$ cat src/rtl/npc_pkg.sv
// Shared NPC core definitions.
// Holds the PC width, the canonical NOP encoding (addi x0, x0, 0) and the
// {pc, inst} record handed from fetch to decode.
package npc_pkg;

  localparam int XLEN = 64;

  localparam logic [31:0] NOP_INST = 32'h00000013;

  typedef struct packed {
    logic [XLEN-1:0] pc;
    logic [31:0]     inst;
  } fetch_entry_t;

endpackage

$ cat src/rtl/if_id_queue.sv
// Fetch-to-decode decoupling queue.
// A DEPTH-entry circular buffer of {pc, inst} pairs.
// Fetch pushes under a valid/ready handshake. Decode pops the oldest entry.
// A flush discards every buffered entry when control flow is redirected.
//
// Ports:
//   clock, reset             single clock, asynchronous active-high reset
//   in_valid/in_pc/in_inst   fetch side entry
//   in_ready                 fetch side accept (fetch PC-advance enable)
//   out_valid/out_pc/
//   out_inst/out_misalign    head entry presented to decode
//   out_ready                decode consumes the head
//   flush                    discard all entries
module if_id_queue
  import npc_pkg::*;
#(
  parameter int DEPTH = 2,
  parameter int XLEN  = npc_pkg::XLEN
) (
  input  logic            clock,
  input  logic            reset,
  input  logic            in_valid,
  input  logic [XLEN-1:0] in_pc,
  input  logic [31:0]     in_inst,
  output logic            in_ready,
  output logic            out_valid,
  output logic [XLEN-1:0] out_pc,
  output logic [31:0]     out_inst,
  output logic            out_misalign,
  input  logic            out_ready,
  input  logic            flush
);

  localparam int AW = $clog2(DEPTH);
  localparam int CW = AW + 1;
  localparam logic [CW-1:0] FullCnt = CW'(DEPTH);

  fetch_entry_t  mem_q [DEPTH];
  logic [AW-1:0] wrPtr_q, wrPtr_d;
  logic [AW-1:0] rdPtr_q, rdPtr_d;
  logic [CW-1:0] cnt_q, cnt_d;
  logic          push;
  logic          pop;
  fetch_entry_t  head;

  // in_ready is derived only from the registered count. It never looks at
  // out_ready, so a full queue stays closed even when decode pops that cycle.
  assign in_ready  = (cnt_q < FullCnt) && !reset;
  assign out_valid = (cnt_q != '0);

  // Both handshakes are ignored while a flush is in progress.
  assign push = in_valid && in_ready && !flush;
  assign pop  = out_valid && out_ready && !flush;

  // An empty queue shows PC 0 and a NOP, so a stray read in decode is harmless.
  assign head         = mem_q[rdPtr_q];
  assign out_pc       = out_valid ? head.pc : '0;
  assign out_inst     = out_valid ? head.inst : NOP_INST;
  assign out_misalign = out_valid && (out_pc[1:0] != 2'b00);

  // Pointer and count next-state logic. Pointers wrap naturally because
  // DEPTH is a power of two. Flush overrides every other update.
  always_comb begin
    wrPtr_d = wrPtr_q;
    rdPtr_d = rdPtr_q;
    cnt_d   = cnt_q;
    if (flush) begin
      wrPtr_d = '0;
      rdPtr_d = '0;
      cnt_d   = '0;
    end else begin
      if (push) wrPtr_d = wrPtr_q + AW'(1);
      if (pop)  rdPtr_d = rdPtr_q + AW'(1);
      unique case ({push, pop})
        2'b10:   cnt_d = cnt_q + CW'(1);
        2'b01:   cnt_d = cnt_q - CW'(1);
        default: cnt_d = cnt_q;
      endcase
    end
  end

  // Control state register. It is cleared at once when reset asserts.
  always_ff @(posedge clock or posedge reset) begin
    if (reset) begin
      wrPtr_q <= '0;
      rdPtr_q <= '0;
      cnt_q   <= '0;
    end else begin
      wrPtr_q <= wrPtr_d;
      rdPtr_q <= rdPtr_d;
      cnt_q   <= cnt_d;
    end
  end

  // Entry storage has no reset. The count alone decides which entries hold
  // live data.
  always_ff @(posedge clock) begin
    if (push) mem_q[wrPtr_q] <= '{pc: in_pc, inst: in_inst};
  end

endmodule
$ cat config.mk
export PLATFORM = sky130hd
export DESIGN_NAME = if_id_queue
export DESIGN_NICKNAME = d
export VERILOG_FILES = /design/src/rtl/npc_pkg.sv /design/src/rtl/if_id_queue.sv
export SDC_FILE = /design/constraint.sdc
export NUM_CORES = 1
export LEC_CHECK = 0
export CORE_MARGIN = 2
export CORE_UTILIZATION = 40
export CTS_BUF_LIST = sky130_fd_sc_hd__clkbuf_8
export DETAILED_ROUTE_END_ITERATION = 8
export GPL_ROUTABILITY_DRIVEN = 0
export PLACE_DENSITY = 0.75
export SKIP_CTS_REPAIR_TIMING = 1
export SYNTH_ARGS = -nofsm -noshare
export SYNTH_HDL_FRONTEND = slang
export SYNTH_SLANG_ARGS = --single-unit
$ cat constraint.sdc
create_clock -name clock -period 11.83 [get_ports clock]
set_input_delay 1.183 -clock clock [delete_from_list [all_inputs] [get_ports clock]]
set_output_delay 1.183 -clock clock [all_outputs]
set_load 0.005 [all_outputs]
## Word level (Yosys, flattened, before mapping)

Memories as Yosys holds them, arrays and structs flattened.
Index checks and enable logic that the tools add are counted.

- $add $sub $neg: 4
- $lt $le $gt $ge: 1
- Equality and inequality tests: 2
- Multiplexer cells: 10
- Reduce and logical (&&, ||, !) cells: 13

Operators by type and width:

| cell | number |
|---|---|
| $mux W64 | 1 |
| $mux W32 | 1 |
| $reduce_bool A2 Y1 | 4 |
| $logic_and A1 B1 Y1 | 6 |
| $mux W1 | 6 |
| $pmux W2 S2 | 1 |
| $reduce_bool A3 Y1 | 1 |
| $add A1 B1 Y1 const B | 2 |
| $add A2 B1 Y2 const B | 1 |
| $eq A2 B1 Y1 const B | 1 |
| $eq A2 B2 Y1 const B | 1 |
| $logic_not A1 Y1 | 2 |
| $lt A2 B2 Y1 const B | 1 |
| $mux W2 | 1 |
| $sub A2 B1 Y2 const B | 1 |

- Register bits after elaboration: 4
- RAM bits: 192
- Output and inout port bits: 99
- Memories: 1

Memories:

| memory | depth | bits a word | rd ports | clocked after Yosys merged registers in | write ports | RTL line | text |
|---|---|---|---|---|---|---|---|
| mem_q | 2 | 96 | 1 | 0 | 1 | if_id_queue.sv:38 | `fetch_entry_t mem_q [DEPTH];` |

## Longest topological paths before layout

Gate-level depths: netlist of the first run.

- Depth after elaboration: 7
- Mapped depth: 5
- Depth with buffers taken out: 3

## Worst setup path after synthesis of the first run

Ideal clock, no wire load.

- Path type: input-to-reg
- From: input reset
- To: memory mem_q[1][0] (netlist name), enable pin
- Data arrival time: 8.382 ns
- Data required time: 11.140 ns
- Slack: 2.758 ns
- Stages on the path: 3
- Path buffers: 0
- Cell sequence: nor2_1 -> nand2_1 -> nor3b_1

- Word-level cells in the longest chain between the ends: 6

RTL lines:

| element | RTL line | text |
|---|---|---|
| start: declaration | if_id_queue.sv:21 | `input logic reset,` |
| $logic_not A1 Y1 (no line) | - |  |
| $logic_and A1 B1 Y1 | if_id_queue.sv:48 | `assign in_ready = (cnt_q < FullCnt) && !reset;` |
| $logic_and A1 B1 Y1 (2 in series) | if_id_queue.sv:52 | `assign push = in_valid && in_ready && !flush;` |
| $mux W1 | if_id_queue.sv:98 | `if (push) mem_q[wrPtr_q] <= '{pc: in_pc, inst: in_inst};` |
| $mux W1 (not written as such) | if_id_queue.sv:98 |  |
| end: declaration | if_id_queue.sv:38 |  |

Every way passes these cells.

## Worst setup path in the final report of the first run

- From: register rdPtr_q
- To: output out_inst[31]

- Word-level cells in the longest chain between the ends: 2

RTL lines:

| element | RTL line | text |
|---|---|---|
| start: declaration | if_id_queue.sv:40 | `logic [AW-1:0] rdPtr_q, rdPtr_d;` |
| start signal: assignment | if_id_queue.sv:90 | `rdPtr_q <= rdPtr_d;` |
| $mem_v2 Z2 W96 | - |  |
| $mux W32 | if_id_queue.sv:58 | `assign out_inst = out_valid ? head.inst : NOP_INST;` |
| end: declaration | if_id_queue.sv:28 | `output logic [31:0] out_inst,` |

Every way passes these cells.

==> flow_metrics.py, run 1 <==
metrics = {
    "worst_setup_path": {
        "critical_path_class": "register to primary output",
        "crit_chain": "buf_4 > mux2i_1 > nor2_1 > clkdlybuf4s50_1",
        "cp.required_ps": 10650,
        "endpoint_kind": "primary output",
        "cp_slowest_cell": "dfrtp_4",
        "startpoint_type": "register",
        "crit_family": "buffers and inverters",
        "crit_path_max_fanout": 52,
        "critPathArrivalTime_ps": 3260,
        "crit_buf_inv": 2,
        "crit_path_start": "rdPtr_q",
        "r2r-start": "cnt_q[1]",
        "cpPeakStageDelay_ps": 1010,
    },
    "route": {
        "via_per_inst": 4.80,
        "wl_microns": 14800,
        "ant_nets": 0,
        "vias": 4237,
        "drc": 0,
        "drt_iter0_drc": 200,
        "drtPass1Iterations": 7,
        "wl_per_cell_microns": 16.8,
    },
    "sta": {
        "setup_tns_ps": 0,
        "clock_skew_ps": 6.12,
        "setup_viol": 0,
        "post-route-period-util_pct": 37.5,
        "max_freq_ghz": 0.225,
        "hold_violations": 0,
        "maxSlewViolCount": 0,
        "max_slew_margin_pct": 15.2,
        "worst_pin_slew_ps": 1270,
        "rsz0062_at_grt": "false",
        "fin_crit_ps": 4440,
        "setup_slack_ps": 7390,
    },
    "clock_tree": {
        "cts_root_buf": "clkbuf_8",
        "cts_inserted_buffers": 17,
        "clock_sinks": 196,
        "cts_tree": "yes",
        "htreeDepth": 4,
        "clk_latency_ps": 450,
        "clock_path_buffers": 2,
        "clk_pin_slew_ps": 90,
    },
    "floorplan": {
        "die_h_microns": 141,
        "core.rowCount": 50,
        "start_util_pct": 40.4,
        "ios": 200,
        "core_sq_mm": 0.0186,
        "die-area_sq_mm": 0.0199,
        "die_width_microns": 141,
    },
    "cells_and_area": {
        "drive_gt1_share_pct": 6.63,
        "nets": 737,
        "area_growth_pct": 33.6,
        "nFillCells": 1478,
        "regArea_sq_mm": 0.00587,
        "antennaDiodeCount": 0,
        "multi_input_area_sq_mm": 0.00147,
    },
    "placement": {
        "dp_slack_ps": 7550,
        "port_buffers": 199,
        "dpl.hpwl_microns": 9830,
    },
    "power_and_ir_drop": {
        "power_density_mw_per_mm2": 131,
        "leakagePower_nw": 3.19,
        "ir_worst_vdd_mv": 0.0672,
    },
    "global_route": {
        "track_usage_pct": 14.6,
        "grt_pass1_wl_microns": 22200,
        "antenna_found_initial": 0,
        "grt_pass1_vias": 4469,
        "grt_max_degree": 54,
        "overflow": 0,
    },
    "yosys": {
        "synthDistinctLibCells": 22,
        "avgSynthCellArea_sq_um": 17.3,
        "netlist_instances": 433,
        "synth.net_count": 534,
        "ys.warnings.count": 0,
        "ys_ff_latch": 196,
        "yosysSeqAreaShare_pct": 78.1,
        "syn_area_sq_mm": 0.00751,
    },
    "status": {
        "outcome": "finished, final reports clean",
    },
    "min_path": {
        "min_from": "wrPtr_q",
        "min_path_type": "register to register",
    },
    "run": {
        "maxCapViolCount": 0,
    },
}
## sequential cells by signal, indices dropped and copies added (netlist names)
register / count
mem_q: 192
cnt_q: 2
rdPtr_q: 1
wrPtr_q: 1
## cells in the final DEF, fill, tap and decap left out, types with 2 or more instances in the layout
cell type,Yosys,final
a21oi_1,2,2
buf_4,10,6
clkbuf_8,0,17
clkdlybuf4s50_1,0,199
clkinv_4,0,3
clkinvlp_4,0,5
dfrtp_1,4,3
edfxtp_1,192,192
inv_1,3,3
inv_6,0,2
inv_8,0,3
mux2i_1,96,96
nand2_1,5,5
nor2_1,97,97
nor3b_2,1,2
o21ai_0,2,2
## final cells by class
type | instances | share of cell area [%]
Timing Repair Buffer | 205 | 20.3
Clock buffer | 17 | 2.33
Inverter | 3 | 0.112
Tap cell | 234 | 2.92
Sequential cell | 196 | 58.5
Multi-Input combinational cell | 213 | 14.6
Clock inverter | 15 | 1.23
## final timing paths
kind,endpoint,slack (ps),depth (start not counted)
max,out_inst[31],7390,4
min,wrPtr_q,600,2
max reg2reg,mem_q[1][50],8770,5
min reg2reg,wrPtr_q,600,2
max in group asynchronous,rdPtr_q,10610,2
min in group asynchronous,rdPtr_q,1030,2
## report_power, final
group,leakage (nW),switching (mW),internal (mW)
clock,0.168,0.236,0.150
combinational,1.22,0.0553,0.0805
sequential,1.80,0.0100,0.779
total,3.19,0.301,1.01
## cell families (layout without fill, tap and decap cells)
| logic type | count (synthesis) | count (layout) | share of synthesized area, % |
|---|---|---|---|
| compound gates | 7 | 7 | 0.650 |
| xor+xnor | 2 | 2 | 0.233 |
| buf+inv | 24 | 240 | 2.57 |
| flops | 196 | 196 | 78.1 |
| mux | 96 | 96 | 12.8 |
| simple gates | 108 | 108 | 5.66 |
## worst reg2reg max path: cells and delay by family, from the launching register on
family / cells / cell delay [ps]
buffers and inverters: 2 / 1250
DFF: 1 / 470
and+or+nand+nor: 3 / 940
## through the flow
step | area [sq um] | std cells | hold slack, ps | total power, mW | utilization (%)
after CTS | 10000 | 883 | 612 | 1.33 | 54.0
after detailed placement | 9680 | 851 | 590 | 0.942 | 52.1
after floorplan | 7510 | 433 | 525 | 0.862 | -
after global routing | 10000 | 883 | 650 | 1.37 | 54.0
after global placement | 9680 | 851 | 561 | 0.938 | 52.1
final | 10000 | 883 | 605 | 1.31 | 54.0
## synth_stat cells
| cell | number | area, sq um |
|---|---|---|
| mux2i_1 | 96 | 961 |
| buf_6 | 5 | 56.3 |
| dfrtp_1 | 4 | 100 |
| nand2_1 | 5 | 18.8 |
| a21o_1 | 1 | 7.51 |
| xnor2_1 | 1 | 8.76 |
| nand4_1 | 1 | 6.26 |
| nor2_2 | 1 | 6.26 |
| a211oi_2 | 1 | 12.5 |
| buf_8 | 2 | 30.0 |
| o21ai_0 | 2 | 10.0 |
| a21oi_1 | 2 | 10.0 |
| a311oi_1 | 1 | 8.76 |
| buf_2 | 4 | 20.0 |
| nor3_1 | 2 | 10.0 |
| nor2_1 | 97 | 364 |
| nor3b_1 | 1 | 7.51 |
| nor3b_2 | 1 | 12.5 |
| buf_4 | 10 | 75.1 |
| edfxtp_1 | 192 | 5770 |
| inv_1 | 3 | 11.3 |
| xor2_1 | 1 | 8.76 |
## routing by layer
metal	share of wire (%)	track usage (%)	vias to the layer above
met5	0	0	-
met4	1.1	5.32	0
met3	5.8	4.25	15
met2	51	25.3	145
met1	42	17.3	2071
li1	-	-	2006
(Power assumes the default switching activity.)
==> run 2: changes to the inputs <==
PLACE_DENSITY = 0.78   (was 0.75)
clock period = 4 ns   (was 11.83 ns; I/O delays follow)
==> run 2 against run 1 <==
Design area is 1.2% higher. Global-route usage increased by 0.80 points. First-iteration DRC count up 1.0%. Highest routed layer unchanged. Setup slack lost 6400 ps. Sequential power grew to 3.0 times the previous value. Largest cell class unchanged. Critical endpoint is now out_pc[46]. Total power grew to 3.0 times the previous value. Final cell count is 0.57% higher. Combinational power grew to 3.1 times the previous value. Largest power group unchanged.
==> flow_metrics.py, run 2 (synthesis gave the netlist of run 1 again) <==
metrics = {
    "sta": {
        "fin_crit_ps": 3050,
        "maxSlewViolCount": 0,
        "rsz0062_at_grt": "false",
        "worst_pin_slew_ps": 970,
        "clock_skew_ps": 12.1,
        "setup_viol": 0,
        "setup_tns_ps": 0,
        "post-route-period-util_pct": 76.2,
        "max_slew_margin_pct": 35.1,
        "finalHoldWorstSlack_ps": 283,
        "hold_violations": 0,
        "max_freq_ghz": 0.328,
    },
    "cells_and_area": {
        "antennaDiodeCount": 0,
        "regArea_sq_mm": 0.00587,
        "final_cell_area_sq_mm": 0.0102,
        "nFillCells": 1451,
        "area_growth_pct": 35.3,
        "layout_common_cells": "clkdlybuf4s50_1, edfxtp_1, nor2_1",
        "drive_gt1_share_pct": 7.19,
        "regMostFlops": "mem_q",
        "reg_top3": "mem_q (192), cnt_q (2)",
        "nets": 744,
        "multi_input_area_sq_mm": 0.00148,
        "final_common_cell": "clkdlybuf4s50_1",
        "largest_reg_flops": 192,
    },
    "worst_setup_path": {
        "cp_slowest_cell": "dfrtp_4",
        "startpoint_type": "register",
        "critical_path_class": "register to primary output",
        "cpPeakStageDelay_ps": 950,
        "r2r_end": "mem_q[1][92]",
        "cp.required_ps": 3600,
        "crit_chain": "buf_4 > mux2i_1 > nor2_1 > clkdlybuf4s50_1",
        "r2r_slack_ps": 1990,
        "endpoint_kind": "primary output",
        "r2r-start": "cnt_q[1]",
        "critPathArrivalTime_ps": 2650,
        "crit_path_max_fanout": 45,
        "reg2reg_depth": 4,
    },
    "floorplan": {
        "ios": 200,
        "core.rowCount": 50,
        "die_width_microns": 141,
        "core_sq_mm": 0.0186,
        "die_h_microns": 141,
        "start_util_pct": 40.4,
        "die-area_sq_mm": 0.0199,
    },
    "route": {
        "drtPass1Iterations": 4,
        "wl_microns": 14900,
        "drc": 0,
        "drt_iter0_drc": 202,
        "via_per_inst": 4.85,
        "ant_nets": 0,
        "wl_per_cell_microns": 16.8,
        "vias": 4304,
    },
    "placement": {
        "dpl_cell_area_sq_mm": 0.00979,
        "port_buffers": 199,
        "dpl.hpwl_microns": 10000,
    },
    "power_and_ir_drop": {
        "power_density_mw_per_mm2": 390,
        "ir_worst_vdd_mv": 0.193,
        "leakagePower_nw": 3.26,
    },
    "global_route": {
        "grt_max_degree": 52,
        "grt_pass1_vias": 4577,
        "overflow": 0,
        "grt_pass1_wl_microns": 23300,
        "track_usage_pct": 15.4,
        "antenna_found_initial": 0,
    },
    "clock_tree": {
        "clock_path_buffers": 2,
        "cts_tree": "yes",
        "htreeDepth": 4,
        "clk_latency_ps": 450,
        "cts_inserted_buffers": 17,
        "cts_root_buf": "clkbuf_8",
        "clock_sinks": 196,
        "clk_pin_slew_ps": 90,
    },
    "min_path": {
        "min_path_type": "input port to async pin",
    },
    "status": {
        "outcome": "finished, final reports clean",
    },
    "run": {
        "maxCapViolCount": 0,
    },
}
==> run 2: changes by cell type in the layout (fill, tap and decap cells not counted), sizes merged <==
| cell | change |
|---|---|
| buf | +7 |
| inv | -2 |
| clkinv | +2 |
| bufinv | +2 |
| clkinvlp | -4 |
==> run 2: final cells by class <==
cell class                 instances  area share (%)
clock buffer                      17            2.30
clock inverter                    13            1.32
inverter                           3           0.111
multi-input combinational        213            14.6
sequential                       196            57.8
tap                              234            2.88
timing repair buffer             212            21.1
==> run 2: how the worst max path moves through the flow <==
stage,start,endpoint,slack [ps]
2_1_floorplan,cnt_q[1],mem_q[1][0],370
3_3_place_gp,rdPtr_q,out_pc[34],1470
3_5_place_dp,rdPtr_q,out_pc[46],1400
4_1_cts,rdPtr_q,out_pc[46],880
5_1_grt,rdPtr_q,out_pc[35],760
6_report,rdPtr_q,out_pc[46],950
==> run 2: worst max-delay path, delay by kind of cell (launching register included) <==
| family | cells | cell delay [ps] |
|---|---|---|
| buffers and inverters | 2 | 980 |
| and+or+nand+nor | 1 | 120 |
| muxes | 1 | 120 |
| DFF | 1 | 950 |
==> run 2: power by group <==
| part | total, mW | internal (mW) | switching [mW] |
|---|---|---|---|
| Sequential | 2.33 | 2.30 | 0.0276 |
| Combinational | 0.416 | 0.248 | 0.168 |
| Clock | 1.21 | 0.549 | 0.665 |
==> run 2: layer usage <==
layer	GRT usage, %	routed length, microns	up-vias
met4	5.16	240	0
met1	18.6	6340	2115
met2	26.2	7610	147
met3	4.93	758	20
met5	0	0	-
li1	-	-	2022
==> run 2: stage by stage <==
| step | utilization [%] | worst slack (ps) | instances | total power [mW] |
|---|---|---|---|---|
| 6_report | 54.7 | 953 | 888 | 3.96 |
| 5_1_grt | 54.7 | 765 | 888 | 4.13 |
| 3_5_place_dp | 52.7 | 1400 | 858 | 2.80 |
| 4_1_cts | 54.7 | 879 | 888 | 4.01 |
| 3_3_place_gp | 52.7 | 1470 | 858 | 2.78 |
| 2_1_floorplan | - | 370 | 433 | 2.54 |
==> run 3: changes to the inputs <==
PLACE_DENSITY = 0.75   (was 0.78)
clock period = 3.16 ns   (was 4 ns; I/O delays follow)
==> run 3 against run 2 <==
Design area fell by 0.15%. Die area is the same. Total power is 25% higher. Sequential power is 26% higher. Hold slack worse by 67 ps. Count of clock-buffer cells in the layout did not move. Critical path type unchanged. Critical endpoint is now out_pc[23].
==> flow_metrics.py, run 3 (synthesis gave the netlist of run 1 again) <==
metrics = {
    "route": {
        "drc": 0,
        "wl_microns": 15000,
        "drtPass1Iterations": 5,
        "ant_nets": 0,
        "via_per_inst": 4.84,
        "drt_iter0_drc": 239,
        "vias": 4310,
        "wl_per_cell_microns": 16.9,
    },
    "clock_tree": {
        "cts_inserted_buffers": 17,
        "htreeDepth": 4,
        "clock_path_buffers": 2,
        "clk_pin_slew_ps": 90,
        "clk_latency_ps": 440,
        "cts_root_buf": "clkbuf_8",
        "cts_tree": "yes",
        "clock_sinks": 196,
    },
    "min_path": {
        "min_path_type": "input port to async pin",
    },
    "floorplan": {
        "die_width_microns": 141,
        "ios": 200,
        "die_h_microns": 141,
        "core.rowCount": 50,
        "core_sq_mm": 0.0186,
        "start_util_pct": 40.4,
        "die-area_sq_mm": 0.0199,
    },
    "cells_and_area": {
        "regMostFlops": "mem_q",
        "reg_top3": "mem_q (192), cnt_q (2)",
        "nFillCells": 1459,
        "post-route-util_pct": 54.6,
        "final_cell_area_sq_mm": 0.0101,
        "nets": 744,
        "layout_common_cells": "clkdlybuf4s50_1, edfxtp_1, nor2_1, mux2i_1, clkbuf_8",
        "drive_gt1_share_pct": 7.47,
        "final_common_cell": "clkdlybuf4s50_1",
        "largest_reg_flops": 192,
        "multi_input_area_sq_mm": 0.00149,
        "area_growth_pct": 35.1,
        "antennaDiodeCount": 0,
        "regArea_sq_mm": 0.00587,
    },
    "global_route": {
        "grt_pass1_vias": 4550,
        "grt_max_degree": 97,
        "antenna_found_initial": 0,
        "overflow": 0,
        "track_usage_pct": 15.3,
        "grt_pass1_wl_microns": 23300,
    },
    "sta": {
        "max_slew_margin_pct": 54.4,
        "setup_slack_ps": 452,
        "worst_pin_slew_ps": 682,
        "finalHoldWorstSlack_ps": 216,
        "post-route-period-util_pct": 85.7,
        "rsz0062_at_grt": "false",
        "fin_crit_ps": 2710,
        "maxSlewViolCount": 0,
        "hold_violations": 0,
        "setup_viol": 0,
        "max_freq_ghz": 0.369,
        "clock_skew_ps": 9.73,
    },
    "status": {
        "outcome": "finished, final reports clean",
    },
    "run": {
        "maxCapViolCount": 0,
    },
    "placement": {
        "dpl.hpwl_microns": 9800,
        "port_buffers": 199,
        "dpl_cell_area_sq_mm": 0.00980,
        "dp_slack_ps": 863,
    },
    "power_and_ir_drop": {
        "ir_worst_vdd_mv": 0.248,
        "power_density_mw_per_mm2": 486,
        "leakagePower_nw": 3.26,
    },
    "worst_setup_path": {
        "crit_path_max_fanout": 43,
        "critical_path_class": "register to primary output",
        "crit_chain": "buf_12 > mux2i_1 > nor2_1 > clkdlybuf4s50_1",
        "cp.required_ps": 2840,
        "startpoint_type": "register",
        "critPathArrivalTime_ps": 2390,
        "cp_slowest_cell": "dfrtp_4",
        "cpPeakStageDelay_ps": 730,
        "endpoint_kind": "primary output",
    },
}
-- run 3: critical path: cells and delay by family, from the launching register on --
family / cells / cell delay, ps
mux: 1 / 120
simple gates: 1 / 140
flops: 1 / 730
buf+inv: 2 / 860
-- run 3: layout make-up --
class | instances | share of cell area, %
multi-input combinational | 213 | 14.6
timing repair buffer | 212 | 21.1
clock inverter | 15 | 1.12
clock buffer | 17 | 2.31
tap | 234 | 2.89
inverter | 3 | 0.111
sequential | 196 | 57.8
-- run 3: where the power goes --
part	leakage (nW)	internal (mW)	switching [mW]
Sequential	1.80	2.91	0.0275
Combinational	1.27	0.317	0.222
Clock	0.188	0.617	0.833
Total	3.26	3.85	1.08
-- run 3: through the flow --
stage | std cells | TNS [ps] | power [mW]
2_1_floorplan | 433 | -62640 | 3.22
3_3_place_gp | 858 | 0 | 3.53
3_5_place_dp | 858 | 0 | 3.55
4_1_cts | 890 | 0 | 5.01
5_1_grt | 890 | 0 | 5.14
6_report | 890 | 0 | 4.93
-- run 3: path summary, 6_finish.rpt --
kind                           start            to  slack (ps)  cells after the start
max                          rdPtr_q    out_pc[23]         450                      4
min                            reset      cnt_q[1]         220                      2
max reg2reg                 cnt_q[1]  mem_q[1][22]        1250                      4
min reg2reg                  wrPtr_q       wrPtr_q         650                      2
max in group asynchronous      reset       rdPtr_q        2750                      2
min in group clock         in_pc[44]  mem_q[1][76]         450                      1
-- run 3: routing by layer --
metal,vias to the layer above,share of wire [%],global-route usage [%]
li1,2029,-,-
met1,2107,40,17.8
met2,162,51,26.5
met3,12,7.7,5.57
met4,0,1.1,4.95
met5,-,0,0
